[config.mk]
export PLATFORM = sky130hd
export DESIGN_NAME = rv_decode_stage_flat
export DESIGN_NICKNAME = d
export VERILOG_FILES = /design/src/rtl/rv_decode_if.sv /design/src/rtl/rv_decode_stage.sv /design/src/flat_wrapper.sv
export SDC_FILE = /design/constraint.sdc
export NUM_CORES = 1
export LEC_CHECK = 0
export BUFFER_PORTS_ARGS = -buffer_cell sky130_fd_sc_hd__buf_2
export CORE_UTILIZATION = 53
export DETAILED_ROUTE_END_ITERATION = 12
export PLACE_DENSITY = 0.79
export REMOVE_ABC_BUFFERS = 1
export SLEW_MARGIN = 15
export SYNTH_ARGS = -nofsm -noshare
export SYNTH_HDL_FRONTEND = slang
export SYNTH_SLANG_ARGS = --single-unit
export TNS_END_PERCENT = 1
[constraint.sdc]
create_clock -name clk -period 2.2 [get_ports clk]
set_input_delay 0.33 -clock clk [delete_from_list [all_inputs] [get_ports clk]]
set_output_delay 0.33 -clock clk [all_outputs]
set_load 0.005 [all_outputs]
[src/rtl/rv_decode_if.sv]
// rv_decode_if: fetch-side and issue-side valid/ready bundle for rv_decode_stage.
// The master modport belongs to the environment (fetch + issue).
// The slave modport belongs to the decode stage.
interface rv_decode_if #(
    parameter int XLEN = 32
);
    logic            flush;
    logic            in_valid;
    logic            in_ready;
    logic [31:0]     in_inst;
    logic [XLEN-1:0] in_pc;
    logic            out_valid;
    logic            out_ready;
    logic [31:0]     out_inst;
    logic [XLEN-1:0] out_pc;
    logic [6:0]      out_opcode;
    logic [4:0]      out_rd;
    logic [4:0]      out_rs1;
    logic [4:0]      out_rs2;
    logic [2:0]      out_funct3;
    logic [6:0]      out_funct7;
    logic [11:0]     out_funct12;
    logic [XLEN-1:0] out_imm;
    logic            out_decode_error;

    modport master (
        output flush, in_valid, in_inst, in_pc, out_ready,
        input  in_ready, out_valid, out_inst, out_pc, out_opcode, out_rd, out_rs1,
               out_rs2, out_funct3, out_funct7, out_funct12, out_imm, out_decode_error
    );

    modport slave (
        input  flush, in_valid, in_inst, in_pc, out_ready,
        output in_ready, out_valid, out_inst, out_pc, out_opcode, out_rd, out_rs1,
               out_rs2, out_funct3, out_funct7, out_funct12, out_imm, out_decode_error
    );
endinterface

[src/rtl/rv_decode_stage.sv]
// rv_decode_stage: registered RISC-V base-integer decode stage with a 2-entry skid buffer.
// The instruction is decoded combinationally on entry; immediate and error flag are stored
// with the entry, and the buffer head drives every out_* signal.
// Optional feature macro: RV_DECODE_M_EN (when defined, M-extension encodings are legal).
module rv_decode_stage #(
    parameter int XLEN = 32
) (
    input logic         clk,
    input logic         rst,
    rv_decode_if.slave  bus
);

`ifdef RV_DECODE_M_EN
    localparam bit M_EN = 1'b1;
`else
    localparam bit M_EN = 1'b0;
`endif

    localparam logic [6:0] OPC_LOAD     = 7'b0000011;
    localparam logic [6:0] OPC_MISC_MEM = 7'b0001111;
    localparam logic [6:0] OPC_OP_IMM   = 7'b0010011;
    localparam logic [6:0] OPC_AUIPC    = 7'b0010111;
    localparam logic [6:0] OPC_OP_IMM32 = 7'b0011011;
    localparam logic [6:0] OPC_STORE    = 7'b0100011;
    localparam logic [6:0] OPC_OP       = 7'b0110011;
    localparam logic [6:0] OPC_LUI      = 7'b0110111;
    localparam logic [6:0] OPC_OP32     = 7'b0111011;
    localparam logic [6:0] OPC_BRANCH   = 7'b1100011;
    localparam logic [6:0] OPC_JALR     = 7'b1100111;
    localparam logic [6:0] OPC_JAL      = 7'b1101111;
    localparam logic [6:0] OPC_SYSTEM   = 7'b1110011;

    typedef struct packed {
        logic [31:0]     inst;
        logic [XLEN-1:0] pc;
        logic [XLEN-1:0] imm;
        logic            err;
    } entry_t;

    // Format-selected immediate; each raw field is held signed so the cast sign-extends.
    function automatic logic [XLEN-1:0] calc_imm(input logic [31:0] i);
        logic signed [11:0] imm_i;
        logic signed [11:0] imm_s;
        logic signed [12:0] imm_b;
        logic signed [31:0] imm_u;
        logic signed [20:0] imm_j;
        logic [XLEN-1:0]    imm;
        imm_i = i[31:20];
        imm_s = {i[31:25], i[11:7]};
        imm_b = {i[31], i[7], i[30:25], i[11:8], 1'b0};
        imm_u = {i[31:12], 12'b0};
        imm_j = {i[31], i[19:12], i[20], i[30:21], 1'b0};
        imm   = '0;
        case (i[6:0])
            OPC_LOAD, OPC_OP_IMM, OPC_OP_IMM32, OPC_JALR, OPC_SYSTEM: imm = XLEN'(imm_i);
            OPC_STORE:                                                imm = XLEN'(imm_s);
            OPC_BRANCH:                                               imm = XLEN'(imm_b);
            OPC_LUI, OPC_AUIPC:                                       imm = XLEN'(imm_u);
            OPC_JAL:                                                  imm = XLEN'(imm_j);
            default:                                                  imm = '0;
        endcase
        return imm;
    endfunction

    // Illegal-encoding detection; errored instructions still flow downstream for trapping.
    function automatic logic calc_err(input logic [31:0] i);
        logic [2:0] f3;
        logic [6:0] f7;
        logic       err;
        f3  = i[14:12];
        f7  = i[31:25];
        err = 1'b0;
        case (i[6:0])
            OPC_LOAD:     err = (f3 == 3'd7) || ((XLEN == 32) && (f3 == 3'd3 || f3 == 3'd6));
            OPC_STORE:    err = (XLEN == 32) ? (f3 >= 3'd3) : (f3 >= 3'd4);
            OPC_BRANCH:   err = (f3 == 3'd2) || (f3 == 3'd3);
            OPC_JALR:     err = (f3 != 3'd0);
            OPC_OP: begin
                if (f7 == 7'h00)      err = 1'b0;
                else if (f7 == 7'h20) err = !(f3 == 3'd0 || f3 == 3'd5);
                else if (f7 == 7'h01) err = !M_EN;
                else                  err = 1'b1;
            end
            OPC_OP32: begin
                if (XLEN == 32)       err = 1'b1;
                else if (f7 == 7'h00) err = 1'b0;
                else if (f7 == 7'h20) err = !(f3 == 3'd0 || f3 == 3'd5);
                else if (f7 == 7'h01) err = !M_EN || (f3 == 3'd1 || f3 == 3'd2 || f3 == 3'd3);
                else                  err = 1'b1;
            end
            OPC_OP_IMM: begin
                if (f3 == 3'd1)
                    err = (XLEN == 32) ? (i[31:25] != 7'h00) : (i[31:26] != 6'h00);
                else if (f3 == 3'd5)
                    err = (XLEN == 32) ? !(i[31:25] == 7'h00 || i[31:25] == 7'h20)
                                       : !(i[31:26] == 6'h00 || i[31:26] == 6'h10);
                else
                    err = 1'b0;
            end
            OPC_OP_IMM32:                                      err = (XLEN == 32);
            OPC_LUI, OPC_AUIPC, OPC_JAL, OPC_SYSTEM, OPC_MISC_MEM: err = 1'b0;
            default:                                           err = 1'b1;
        endcase
        if (i[1:0] != 2'b11) err = 1'b1;
        return err;
    endfunction

    entry_t     new_p0;
    entry_t     slot0_p1;
    entry_t     slot1_p1;
    logic [1:0] occ_p1;
    logic [1:0] occ_next;
    logic       in_ready_p1;
    logic       push;
    logic       pop;

    // Decode the offered instruction into the entry format stored by the buffer.
    always_comb begin
        new_p0      = '0;
        new_p0.inst = bus.in_inst;
        new_p0.pc   = bus.in_pc;
        new_p0.imm  = calc_imm(bus.in_inst);
        new_p0.err  = calc_err(bus.in_inst);
    end

    // Transfer detection and next occupancy; flush empties the buffer regardless of transfers.
    always_comb begin
        push     = bus.in_valid && in_ready_p1;
        pop      = (occ_p1 != 2'd0) && bus.out_ready;
        occ_next = occ_p1;
        if (bus.flush)
            occ_next = 2'd0;
        else if (push && !pop)
            occ_next = occ_p1 + 2'd1;
        else if (pop && !push)
            occ_next = occ_p1 - 2'd1;
    end

    // --- stage p1: skid buffer, head in slot0, in_ready registered from next occupancy ---
    always_ff @(posedge clk) begin
        if (rst) begin
            occ_p1      <= 2'd0;
            in_ready_p1 <= 1'b1;
            slot0_p1    <= '0;
            slot1_p1    <= '0;
        end else begin
            occ_p1      <= occ_next;
            in_ready_p1 <= (occ_next != 2'd2);
            if (!bus.flush) begin
                if (pop) begin
                    // push with pop only happens at occupancy 1, so the new entry becomes head
                    if (push) slot0_p1 <= new_p0;
                    else      slot0_p1 <= slot1_p1;
                end else if (push) begin
                    if (occ_p1 == 2'd0) slot0_p1 <= new_p0;
                    else                slot1_p1 <= new_p0;
                end
            end
        end
    end

    // Head entry drives the issue side; register fields are slices of the stored instruction.
    always_comb begin
        bus.in_ready         = in_ready_p1;
        bus.out_valid        = (occ_p1 != 2'd0);
        bus.out_inst         = slot0_p1.inst;
        bus.out_pc           = slot0_p1.pc;
        bus.out_opcode       = slot0_p1.inst[6:0];
        bus.out_rd           = slot0_p1.inst[11:7];
        bus.out_rs1          = slot0_p1.inst[19:15];
        bus.out_rs2          = slot0_p1.inst[24:20];
        bus.out_funct3       = slot0_p1.inst[14:12];
        bus.out_funct7       = slot0_p1.inst[31:25];
        bus.out_funct12      = slot0_p1.inst[31:20];
        bus.out_imm          = slot0_p1.imm;
        bus.out_decode_error = slot0_p1.err;
    end

endmodule

[src/flat_wrapper.sv]
// flat-port wrapper written by rule: the top's interface ports become plain ports
module rv_decode_stage_flat 
#(
    parameter int XLEN = 32
)
  (clk, rst, bus_flush, bus_in_valid, bus_in_inst, bus_in_pc, bus_out_ready, bus_in_ready, bus_out_valid, bus_out_inst, bus_out_pc, bus_out_opcode, bus_out_rd, bus_out_rs1, bus_out_rs2, bus_out_funct3, bus_out_funct7, bus_out_funct12, bus_out_imm, bus_out_decode_error);
  rv_decode_if #(.XLEN(XLEN)) bus_i ();
  input logic clk;
  input logic rst;
  input wire logic [$bits(bus_i.flush)-1:0] bus_flush;
  input wire logic [$bits(bus_i.in_valid)-1:0] bus_in_valid;
  input wire logic [$bits(bus_i.in_inst)-1:0] bus_in_inst;
  input wire logic [$bits(bus_i.in_pc)-1:0] bus_in_pc;
  input wire logic [$bits(bus_i.out_ready)-1:0] bus_out_ready;
  output wire logic [$bits(bus_i.in_ready)-1:0] bus_in_ready;
  output wire logic [$bits(bus_i.out_valid)-1:0] bus_out_valid;
  output wire logic [$bits(bus_i.out_inst)-1:0] bus_out_inst;
  output wire logic [$bits(bus_i.out_pc)-1:0] bus_out_pc;
  output wire logic [$bits(bus_i.out_opcode)-1:0] bus_out_opcode;
  output wire logic [$bits(bus_i.out_rd)-1:0] bus_out_rd;
  output wire logic [$bits(bus_i.out_rs1)-1:0] bus_out_rs1;
  output wire logic [$bits(bus_i.out_rs2)-1:0] bus_out_rs2;
  output wire logic [$bits(bus_i.out_funct3)-1:0] bus_out_funct3;
  output wire logic [$bits(bus_i.out_funct7)-1:0] bus_out_funct7;
  output wire logic [$bits(bus_i.out_funct12)-1:0] bus_out_funct12;
  output wire logic [$bits(bus_i.out_imm)-1:0] bus_out_imm;
  output wire logic [$bits(bus_i.out_decode_error)-1:0] bus_out_decode_error;
  assign bus_i.flush = bus_flush;
  assign bus_i.in_valid = bus_in_valid;
  assign bus_i.in_inst = bus_in_inst;
  assign bus_i.in_pc = bus_in_pc;
  assign bus_i.out_ready = bus_out_ready;
  assign bus_in_ready = bus_i.in_ready;
  assign bus_out_valid = bus_i.out_valid;
  assign bus_out_inst = bus_i.out_inst;
  assign bus_out_pc = bus_i.out_pc;
  assign bus_out_opcode = bus_i.out_opcode;
  assign bus_out_rd = bus_i.out_rd;
  assign bus_out_rs1 = bus_i.out_rs1;
  assign bus_out_rs2 = bus_i.out_rs2;
  assign bus_out_funct3 = bus_i.out_funct3;
  assign bus_out_funct7 = bus_i.out_funct7;
  assign bus_out_funct12 = bus_i.out_funct12;
  assign bus_out_imm = bus_i.out_imm;
  assign bus_out_decode_error = bus_i.out_decode_error;
  rv_decode_stage #(.XLEN(XLEN)) u_core (.clk(clk), .rst(rst), .bus(bus_i));
endmodule
==> impl_metrics.tcl, run 1 <==
set metrics [dict create \
    status "complete, no violations" \
    crit_path_end_kind "register" \
    path_max_fanout 37 \
    cp.arrival_ns 2.32 \
    synthTopCellsByCount "291 x nand2_1, 197 x dfxtp_1, 100 x nor2_1" \
    diodes 0 \
    netlist_instances 1102 \
    hold_path_depth 3 \
    grt_pass1_vias 6988 \
    yosysUniqueCellTypes 54 \
    gr-total-overflow 0 \
    synth_top_area_cell "dfxtp_1" \
    setup_violations 0 \
    worstMarginPinSlew_ns 0.972 \
    drc 0 \
    rsz0062_at_grt "true" \
    critPathRequiredTime_ns 2.47 \
    hold_class "in2reg" \
    cts_buffers 17 \
    synthSimpleGateAreaFrac_pct 22.5 \
    fin_tns_setup_ns 0 \
    ioPinCount 212 \
    synth.ff_latch_count 197 \
    p_leak_nw 4.15 \
    fill_cells 1424 \
    clock_latency_ns 0.44 \
    clock.fmax_mhz 487 \
    syn_avg_cell_area_um2 7.79 \
    relSlewSlack_pct 35.2 \
    port_buffers 211 \
    yosys_warnings 0 \
    whs_ns 0.143 \
    via_count 8199 \
    r2r-end "u_core.bus.out_imm[28]" \
    hold_viol_final 0 \
    die_area_mm2 0.0167 \
    num_rows 46 \
    core-area_mm2 0.0158 \
    r2r_setup_slack_ns 0.15 \
    synth_most_common_cell "nand2_1" \
    slew_viol_final 0 \
    ys_top_cells_by_area "dfxtp_1 46%, nand2_1 13%, a311oi_1 6.6%, a21oi_1 5.6%, nor2_1 4.4%" \
    cts_tree "yes" \
    htree_levels 4 \
    place_congestion 0.855 \
    antenna_left 0 \
    multi_input_area_mm2 0.00394 \
    synth_edf_count 0 \
    totalWireLength_um 22500 \
    post_drt_via_cell_ratio 5.65 \
    worst_ir_drop_vdd_uv 607 \
    antenna_found_initial 0 \
    die_w_um 129 \
    synth_top_family_by_area "simple AND/OR/NAND/NOR gates" \
    wl_per_cell_um 15.5 \
    firstDrtPassIters 5 \
    min-delay-start "bus_in_pc[31]" \
    post-route-util_pct 64.9 \
    die_y_um 129 \
    instances_no_fill 1452 \
    final.min_clock_period_ns 2.05 \
    synth_compound_area_share_pct 22.1 \
    grt.total_usage_pct 26.7 \
    ys_seq_area_share_pct 45.9 \
    syn_area_mm2 0.00858 \
    grt_max_degree 76 \
    period_share_pct 93.3 \
    criticalPathCategory "reg2reg" \
    dp.cells 1421 \
    cap_violations 0 \
    clk_path_buf_depth 2 \
    power_density_mw_per_mm2 810 \
    dp_hpwl_um 14500 \
    grt_pass1_wl_um 35400 \
    clock_skew_ns 0.00695 \
    synth_xor_area_share_pct 0.204 \
    drt_iter0_markers 628 \
    root_buffer "clkbuf_16" \
    r2r-start "u_core.occ_p1[0]" \
    worstSetupStartpointType "register" \
    cts.sinks 197 \
    clk_pin_slew_ns 0.07 \
    synth_top_area_share_pct 45.9 \
    synthAdderAreaFrac_pct 0.379 \
    cts_setup_buffers 0 \
    r2r_cells 8 \
    start_util_pct 54.2 \
    synthToLayoutAreaGrowth_pct 19.6 \
    synthMuxAreaShare_pct 0.131 \
    cts_hold_buf 0 \
    drive_above_1_share_pct 23.4 \
    min_to "u_core.slot1_p1[64]" \
    seqCellArea_mm2 0.00394 \
    synthArstFlopShare_pct 0 \
    nNetsFinal 1294 \
    ys.flop_type "dfxtp_1" \
]
==> per-stage QoR <==
| step | setup slack (ns) | total power [W] | cell area, µm² |
|---|---|---|---|
| 4_1_cts | 0.110 | 0.00834 | 10300 |
| 6_report | 0.148 | 0.00832 | 10300 |
| 2_1_floorplan | -6.99 | 0.00451 | 7850 |
| 3_3_place_gp | -0.00538 | 0.00509 | 9630 |
| 3_5_place_dp | -0.0558 | 0.00511 | 9630 |
| 5_1_grt | -0.0177 | 0.00866 | 10300 |
==> power by group <==
group	internal, W	switching, W
Combinational	0.000493	0.000668
Sequential	0.00377	0.000117
Clock	0.00194	0.00134
==> kinds of logic after synthesis <==
logic type	Yosys count
AOI/OAI and AO/OA	286
muxes	1
buffers and inverters	148
xor gates and xnor gates	2
and+or+nand+nor	465
adders and majority gates	3
DFF	197
==> cell type report <==
type	count	area share, %
Clock buffer	24	4.89
Clock inverter	7	1.16
Inverter	5	0.183
Multi-Input combinational cell	757	38.4
Sequential cell	197	38.4
Tap cell	216	2.63
Timing Repair Buffer	246	14.4
==> worst max path at each step <==
stage               depth (start not counted)             start                     endpoint  slack, ns
floorplan                                   5  u_core.occ_p1[0]          u_core.slot1_p1[10]      -6.99
finish                                      8  u_core.occ_p1[0]       u_core.bus.out_imm[28]       0.15
detailed placement                          6  u_core.occ_p1[0]       u_core.bus.out_imm[11]      -0.06
global placement                            6  u_core.occ_p1[0]       u_core.bus.out_imm[11]     -0.005
CTS                                         8  u_core.occ_p1[0]  u_core.bus.out_decode_error       0.11
global route                                8  u_core.occ_p1[0]       u_core.bus.out_imm[28]      -0.02
==> worst max-delay path: stages, from the launching register on <==
cell and delay [ns]:
dfxtp_1 0.35, inv_1 0.05, ha_1 0.25, nor2b_1 0.30
nand2_4 0.34, buf_4 0.31, nor3_1 0.13, or3_1 0.12
a31oi_1 0.04
==> repair_timing <==
item                                    in CTS  in global routing
pin swaps                                    0                  1
resized for setup                            1                  2
endpoints found under the setup margin      20                  4
==> registers in the layout (all words and copies together) (netlist names) <==
| register | cells |
|---|---|
| u_core.slot1_p1 | 97 |
| u_core.bus.in_ready | 1 |
| u_core.bus.out_pc | 32 |
| u_core.bus.out_decode_error | 1 |
| u_core.bus.out_inst | 32 |
| u_core.occ_p1 | 2 |
| u_core.bus.out_imm | 32 |
==> routing by layer <==
layer / GRT usage [%] / part of all wire (%) / vias up
met2: 43.1 / 47 / 301
met1: 35.6 / 45 / 3823
met5: 0 / 0 / -
met3: 5.28 / 6.8 / 27
li1: - / - / 4048
met4: 9.07 / 1.4 / 0
==> placed cells by master, fill, tap and decap left out, drive strengths merged, types with 5 or more instances in the layout <==
master,Yosys,final
o2111ai,12,12
o21ai,43,43
buf,79,246
nor3,25,25
dfxtp,197,197
clkbuf,64,24
inv,5,5
nor2,100,100
a311oi,65,65
or3,20,20
a21oi,99,99
a31oi,39,39
nand2,291,291
a221oi,6,6
Power figures use the tool's default switching activity.
==> inputs of run 2 (changes only) <==
--- a/config.mk
+++ b/config.mk
@@ -5,7 +5,7 @@
 export SDC_FILE = /design/constraint.sdc
 export NUM_CORES = 1
 export LEC_CHECK = 0
-export BUFFER_PORTS_ARGS = -buffer_cell sky130_fd_sc_hd__buf_2
+export BUFFER_PORTS_ARGS = -buffer_cell sky130_fd_sc_hd__clkbuf_2
 export CORE_UTILIZATION = 53
 export DETAILED_ROUTE_END_ITERATION = 12
 export PLACE_DENSITY = 0.79
==> run 2 against run 1 <==
Sequential share of layout area fell by 0.16 points. Sequential cell count unchanged. Routed wire length rose by 3.9%. Setup slack got worse by 0.0016 ns. Maximum frequency about the same. Global-route usage up 1.1 points. Combinational power barely moved. Clock skew about the same. Power is 0.18% higher. Largest power group unchanged. Highest routed layer unchanged.
==> impl_metrics.tcl, run 2 (synthesized netlist as in run 1, its figures left out) <==
set metrics [dict create \
    status "complete, no violations" \
    synthToLayoutAreaGrowth_pct 20.1 \
    clock.fmax_mhz 487 \
    cts.sinks 197 \
    finalWorstSetupSlack_ns 0.146 \
    pre_cts_slack_ns 0.0247 \
    power.share.clock_pct 39.1 \
    slowest_delay_ns 0.34 \
    grt_max_degree 58 \
    worstMarginPinSlew_ns 1.11 \
    diodes 0 \
    seqPwrFrac_pct 46.8 \
    cts_buffers 17 \
    layout_commonest_cell "nand2_1" \
    slew_viol_final 0 \
    path_max_fanout 33 \
    cpLargestDelayFamily "buffers and inverters" \
    cts_tree "yes" \
    worstSetupStartpointType "register" \
    gr-total-overflow 0 \
    via_count 8330 \
    wl_per_cell_um 16.0 \
    ioPinCount 212 \
    final.min_clock_period_ns 2.05 \
    antenna_left 0 \
    die_area_mm2 0.0167 \
    cp.arrival_ns 2.39 \
    fin_area_mm2 0.0103 \
    worst_ir_drop_vdd_uv 626 \
    root_buffer "clkbuf_16" \
    num_rows 46 \
    hold_viol_final 0 \
    drive_above_1_share_pct 24.1 \
    hold_class "in2reg" \
    seqCellArea_mm2 0.00394 \
    path_cells "inv_1, ha_1, nand2b_1, buf_4, a21oi_4, buf_12, buf_12, nor2_1, a311oi_1" \
    die_y_um 129 \
    critPathRequiredTime_ns 2.54 \
    period_share_pct 93.4 \
    grt_pass1_vias 7226 \
    sw_frac_of_total_pct 26.1 \
    place_congestion 0.925 \
    clock_skew_ns 0.00648 \
    largest_reg_flops 97 \
    clock_latency_ns 0.44 \
    slowest_stage "dfxtp_1" \
    cap_violations 0 \
    worst-path-buf-inv 4 \
    port_buffers 211 \
    regMostFlops "u_core.slot1_p1" \
    start_util_pct 54.2 \
    core-area_mm2 0.0158 \
    grt_pass1_wl_um 36700 \
    multi_input_area_mm2 0.00394 \
    htree_levels 4 \
    nNetsFinal 1305 \
    whs_ns 0.119 \
    drc 0 \
    p_comb_share_pct 14.1 \
    post_drt_via_cell_ratio 5.69 \
    crit_path_end_kind "register" \
    totalWireLength_um 23400 \
    fill_cells 1353 \
    dpl_cell_area_mm2 0.00965 \
    clk_path_buf_depth 2 \
    power.switching_w 0.00218 \
    antenna_found_initial 0 \
    p_int_w 0.00616 \
    grt.total_usage_pct 27.8 \
    drt_iter0_markers 770 \
    final_cell_mix "290 x nand2_1, 210 x clkbuf_2, 197 x dfxtp_1" \
    p_leak_nw 4.12 \
    dp_hpwl_um 14900 \
    path_common_cell "buf_12" \
    setup_violations 0 \
    clk_pin_slew_ns 0.07 \
    relSlewSlack_pct 25.4 \
    power_density_mw_per_mm2 808 \
    firstDrtPassIters 5 \
    die_w_um 129 \
    criticalPathCategory "reg2reg" \
]
run 2: cell types whose count changed in the layout (fill, tap and decap cells not counted), moves of 2 or more:
cell / previous run / this run
buf_12: 10 / 8
clkinv_4: 1 / 3
clkbuf_2: 0 / 210
clkinv_2: 1 / 3
clkbuf_8: 5 / 0
buf_4: 23 / 37
buf_2: 210 / 0
run 2: routing by layer:
| metal | vias up | wire length [µm] | global-route usage (%) |
|---|---|---|---|
| met2 | 366 | 11000 | 45.7 |
| met1 | 3858 | 10300 | 37.2 |
| met4 | 0 | 303 | 9.07 |
| met5 | - | 0 | 0 |
| li1 | 4076 | - | - |
| met3 | 30 | 1750 | 4.58 |
run 2: through the flow:
step,total power [W],instances,utilization (%),TNS [ns]
2_1_floorplan,0.00451,959,-,-884.02
3_3_place_gp,0.00510,1430,61.0,0
3_5_place_dp,0.00513,1430,61.0,0
4_1_cts,0.00834,1461,64.9,0
5_1_grt,0.00866,1463,65.1,-0.00576
6_report,0.00833,1463,65.1,0
run 2: path summary, 6_finish.rpt:
| path | start | endpoint | slack (ns) | depth (start not counted) |
|---|---|---|---|---|
| max | u_core.occ_p1[0] | u_core.bus.out_inst[24] | 0.15 | 9 |
| min | bus_in_pc[31] | u_core.slot1_p1[64] | 0.12 | 3 |
| max reg2reg | u_core.occ_p1[0] | u_core.bus.out_inst[24] | 0.15 | 9 |
| min reg2reg | u_core.slot1_p1[6] | u_core.slot1_p1[6] | 0.45 | 2 |
run 2: area by class of cell:
type,instances,area share [%]
Inverter,5,0.182
Sequential cell,197,38.3
Tap cell,216,2.62
Timing Repair Buffer,257,14.8
Multi-Input combinational cell,757,38.2
Clock inverter,13,1.78
Clock buffer,18,4.16
run 2: power by group through the flow:
stage / logic (W) / registers (W) / clock network (W)
5_1_grt: 0.00131 / 0.00392 / 0.00343
3_3_place_gp: 0.00113 / 0.00397 / 0
2_1_floorplan: 0.000532 / 0.00398 / 0
3_5_place_dp: 0.00115 / 0.00398 / 0
4_1_cts: 0.00116 / 0.00390 / 0.00329
6_report: 0.00118 / 0.00390 / 0.00326
run 2: timing repair:
| action | CTS | global route |
|---|---|---|
| cloned | 0 | 1 |
| endpoints found under the setup margin | 1 | 19 |
| buffers inserted | 0 | 1 |
| endpoints found under the hold margin | 0 | 0 |
| resized for setup | 1 | 1 |
| hold buffers | 0 | 0 |
| pin swaps | 0 | 1 |
run 2: tightest hold or removal path: stages:
cell and delay [ns]:
clkbuf_2 0.09, nand2_1 0.05, a21oi_1 0.05
==> inputs of run 3 (changes only) <==
--- a/config.mk
+++ b/config.mk
@@ -5,10 +5,11 @@
 export SDC_FILE = /design/constraint.sdc
 export NUM_CORES = 1
 export LEC_CHECK = 0
+export ABC_AREA = 1
 export BUFFER_PORTS_ARGS = -buffer_cell sky130_fd_sc_hd__clkbuf_2
-export CORE_UTILIZATION = 53
+export CORE_UTILIZATION = 54
 export DETAILED_ROUTE_END_ITERATION = 12
-export PLACE_DENSITY = 0.79
+export PLACE_DENSITY = 0.8
 export REMOVE_ABC_BUFFERS = 1
 export SLEW_MARGIN = 15
 export SYNTH_ARGS = -nofsm -noshare
==> constraint.sdc (replaced) <==
create_clock -name clk -period 2.2 [get_ports clk]
set_input_delay 0 -clock clk [delete_from_list [all_inputs] [get_ports clk]]
set_output_delay 0 -clock clk [all_outputs]
set_load 0.005 [all_outputs]
==> run 3 against run 2 <==
Via count increased by 4.5%. First-iteration DRC count down 2.9%. Cell count up 11%. Non-clock buffer count is 41 higher. Global-route usage is 0.33 points higher. Clock power fell by 2%. Routed wire length up 0.17%. Setup slack improved by 0.15 ns. Maximum frequency up 8.0%. Critical path depth is 1 higher. Critical endpoint is now u_core.bus.out_pc[25]. Largest cell class unchanged.
==> impl_metrics.tcl, run 3 <==
set metrics [dict create \
    status "complete, no violations" \
    hold_class "in2reg" \
    dp_hpwl_um 14400 \
    grt.total_usage_pct 28.1 \
    nNetsFinal 1473 \
    r2r-end "u_core.bus.out_pc[25]" \
    num_rows 46 \
    port_buffers 211 \
    ioPinCount 212 \
    hold_viol_final 0 \
    regMostFlops "u_core.slot1_p1" \
    clock_latency_ns 0.43 \
    antenna_found_initial 0 \
    slew_viol_final 0 \
    post_drt_via_cell_ratio 5.34 \
    synth_most_common_cell "nand2_1" \
    r2r-start "u_core.occ_p1[0]" \
    grt.met3_usage_pct 5.00 \
    use_met2_pct 47.8 \
    critPathRequiredTime_ns 2.55 \
    yosys_warnings 0 \
    die_w_um 129 \
    syn_area_mm2 0.00874 \
    use_met1_pct 35.9 \
    final.min_clock_period_ns 1.90 \
    cts.sinks 197 \
    clock.fmax_mhz 526 \
    grt_busiest_layer "met2" \
    crit_start "u_core.occ_p1[0]" \
    synthToLayoutAreaGrowth_pct 24.2 \
    final_cell_mix "211 x clkbuf_2, 210 x nand2_1, 197 x dfxtp_1" \
    r2r_cells 10 \
    core-area_mm2 0.0158 \
    start_util_pct 55.2 \
    synth_top_area_cell "dfxtp_1" \
    period_share_pct 86.5 \
    firstDrtPassIters 5 \
    ys.flop_type "dfxtp_1" \
    worst_ir_drop_vdd_uv 537 \
    htree_levels 4 \
    totalWireLength_um 23400 \
    grt_pass1_vias 7743 \
    path_max_fanout 44 \
    crit_path_end_kind "register" \
    via_count 8703 \
    cts_buffers 17 \
    place_congestion 0.884 \
    die_area_mm2 0.0167 \
    worstMarginPinSlew_ns 0.598 \
    seqCellArea_mm2 0.00394 \
    grt_pass1_wl_um 37400 \
    layout_commonest_cell "clkbuf_2" \
    drc 0 \
    r2r_setup_slack_ns 0.30 \
    clock_skew_ns 0.00732 \
    diodes 0 \
    power_w 0.00820 \
    clk_path_buf_depth 2 \
    wl_per_cell_um 14.4 \
    cts_resized 0 \
    largest_reg_flops 97 \
    grt_max_degree 63 \
    multi_input_area_mm2 0.00385 \
    cap_violations 0 \
    fin_area_mm2 0.0109 \
    dpl_cell_area_mm2 0.00960 \
    gr-total-overflow 0 \
    root_buffer "clkbuf_16" \
    fill_cells 1284 \
    cp.arrival_ns 2.25 \
    relSlewSlack_pct 60.1 \
    synthArstFlopShare_pct 0 \
    yosysUniqueCellTypes 29 \
    drt_iter0_markers 748 \
    die_y_um 129 \
    power_density_mw_per_mm2 755 \
    setup_violations 0 \
    synth_top_area_share_pct 45.1 \
    netlist_instances 1218 \
    clk_pin_slew_ns 0.07 \
    p_leak_nw 5.23 \
    ys_seq_area_share_pct 45.1 \
    endpoint "u_core.bus.out_pc[25]" \
    synthTopCellsByCount "210 x nand2_1, 197 x dfxtp_1, 196 x nor2_1" \
    antenna_left 0 \
    drive_above_1_share_pct 21.9 \
    rsz0062_at_grt "false" \
    worstSetupStartpointType "register" \
    criticalPathCategory "reg2reg" \
    syn_avg_cell_area_um2 7.18 \
    ys_top_cells_by_area "dfxtp_1 45%, o21ai_0 10%, nand2_1 9.0%, nor2_1 8.4%, a21oi_1 5.3%" \
    cts_tree "yes" \
    synth.ff_latch_count 197 \
    synth_edf_count 0 \
]
[run 3: layout make-up]
cell class                      count  area share, %
Clock buffer                       22           4.46
Clock inverter                      8           1.14
Inverter                           61           2.17
Multi-Input combinational cell    828           35.4
Sequential cell                   197           36.3
Tap cell                          216           2.49
Timing Repair Buffer              298           18.0
[run 3: through the flow]
stage	setup TNS, ns	util (%)	hold slack (ns)	instances	setup slack [ns]
final	0	68.6	0.0743	1630	0.298
after global routing	0	68.6	0.115	1630	0.157
after CTS	0	68.6	0.0554	1630	0.301
after detailed placement	0	60.7	0.245	1535	0.317
after global placement	0	60.7	0.247	1535	0.402
after floorplan	-973.07	-	0.0724	1086	-10.12
[run 3: worst min-delay path by stage]
stage / start / endpoint / cells after the start
after floorplan: rst / u_core.occ_p1[0] / 1
after global placement: bus_in_pc[29] / u_core.slot1_p1[62] / 3
after detailed placement: bus_in_pc[25] / u_core.slot1_p1[58] / 3
after CTS: bus_out_ready / u_core.occ_p1[1] / 5
after global routing: bus_out_ready / u_core.bus.out_inst[30] / 5
final: bus_out_ready / u_core.occ_p1[1] / 5
[run 3: critical path: stages (launching register included)]
cell,delay [ns]
dfxtp_1,0.35
inv_1,0.06
ha_1,0.23
inv_2,0.08
nand2_2,0.08
inv_1,0.10
o21ai_4,0.08
inv_4,0.29
buf_12,0.25
o21ai_0,0.10
a31oi_1,0.18
[run 3: metal layers]
layer  up-vias  wire (µm)
met4         0        308
met2       326      11200
met1      4014      10400
met5         -          0
li1       4330          -
met3        33       1490
[run 3: timing repair]
item                      CTS  global route
hold buffers               65             0
buffers inserted            0             0
hold endpoints to repair  157             0
[run 3: cells by family after synthesis]
group	share of synthesized area [%]
simple gates	21.7
compound gates	22.0
flops	45.1
fa+ha+maj	0.143
buf+inv	11.0
[run 3: power breakdown]
| part | internal (W) | switching [W] |
|---|---|---|
| logic | 0.000484 | 0.000632 |
| registers | 0.00378 | 0.000128 |
| clock network | 0.00190 | 0.00128 |
| total | 0.00616 | 0.00204 |
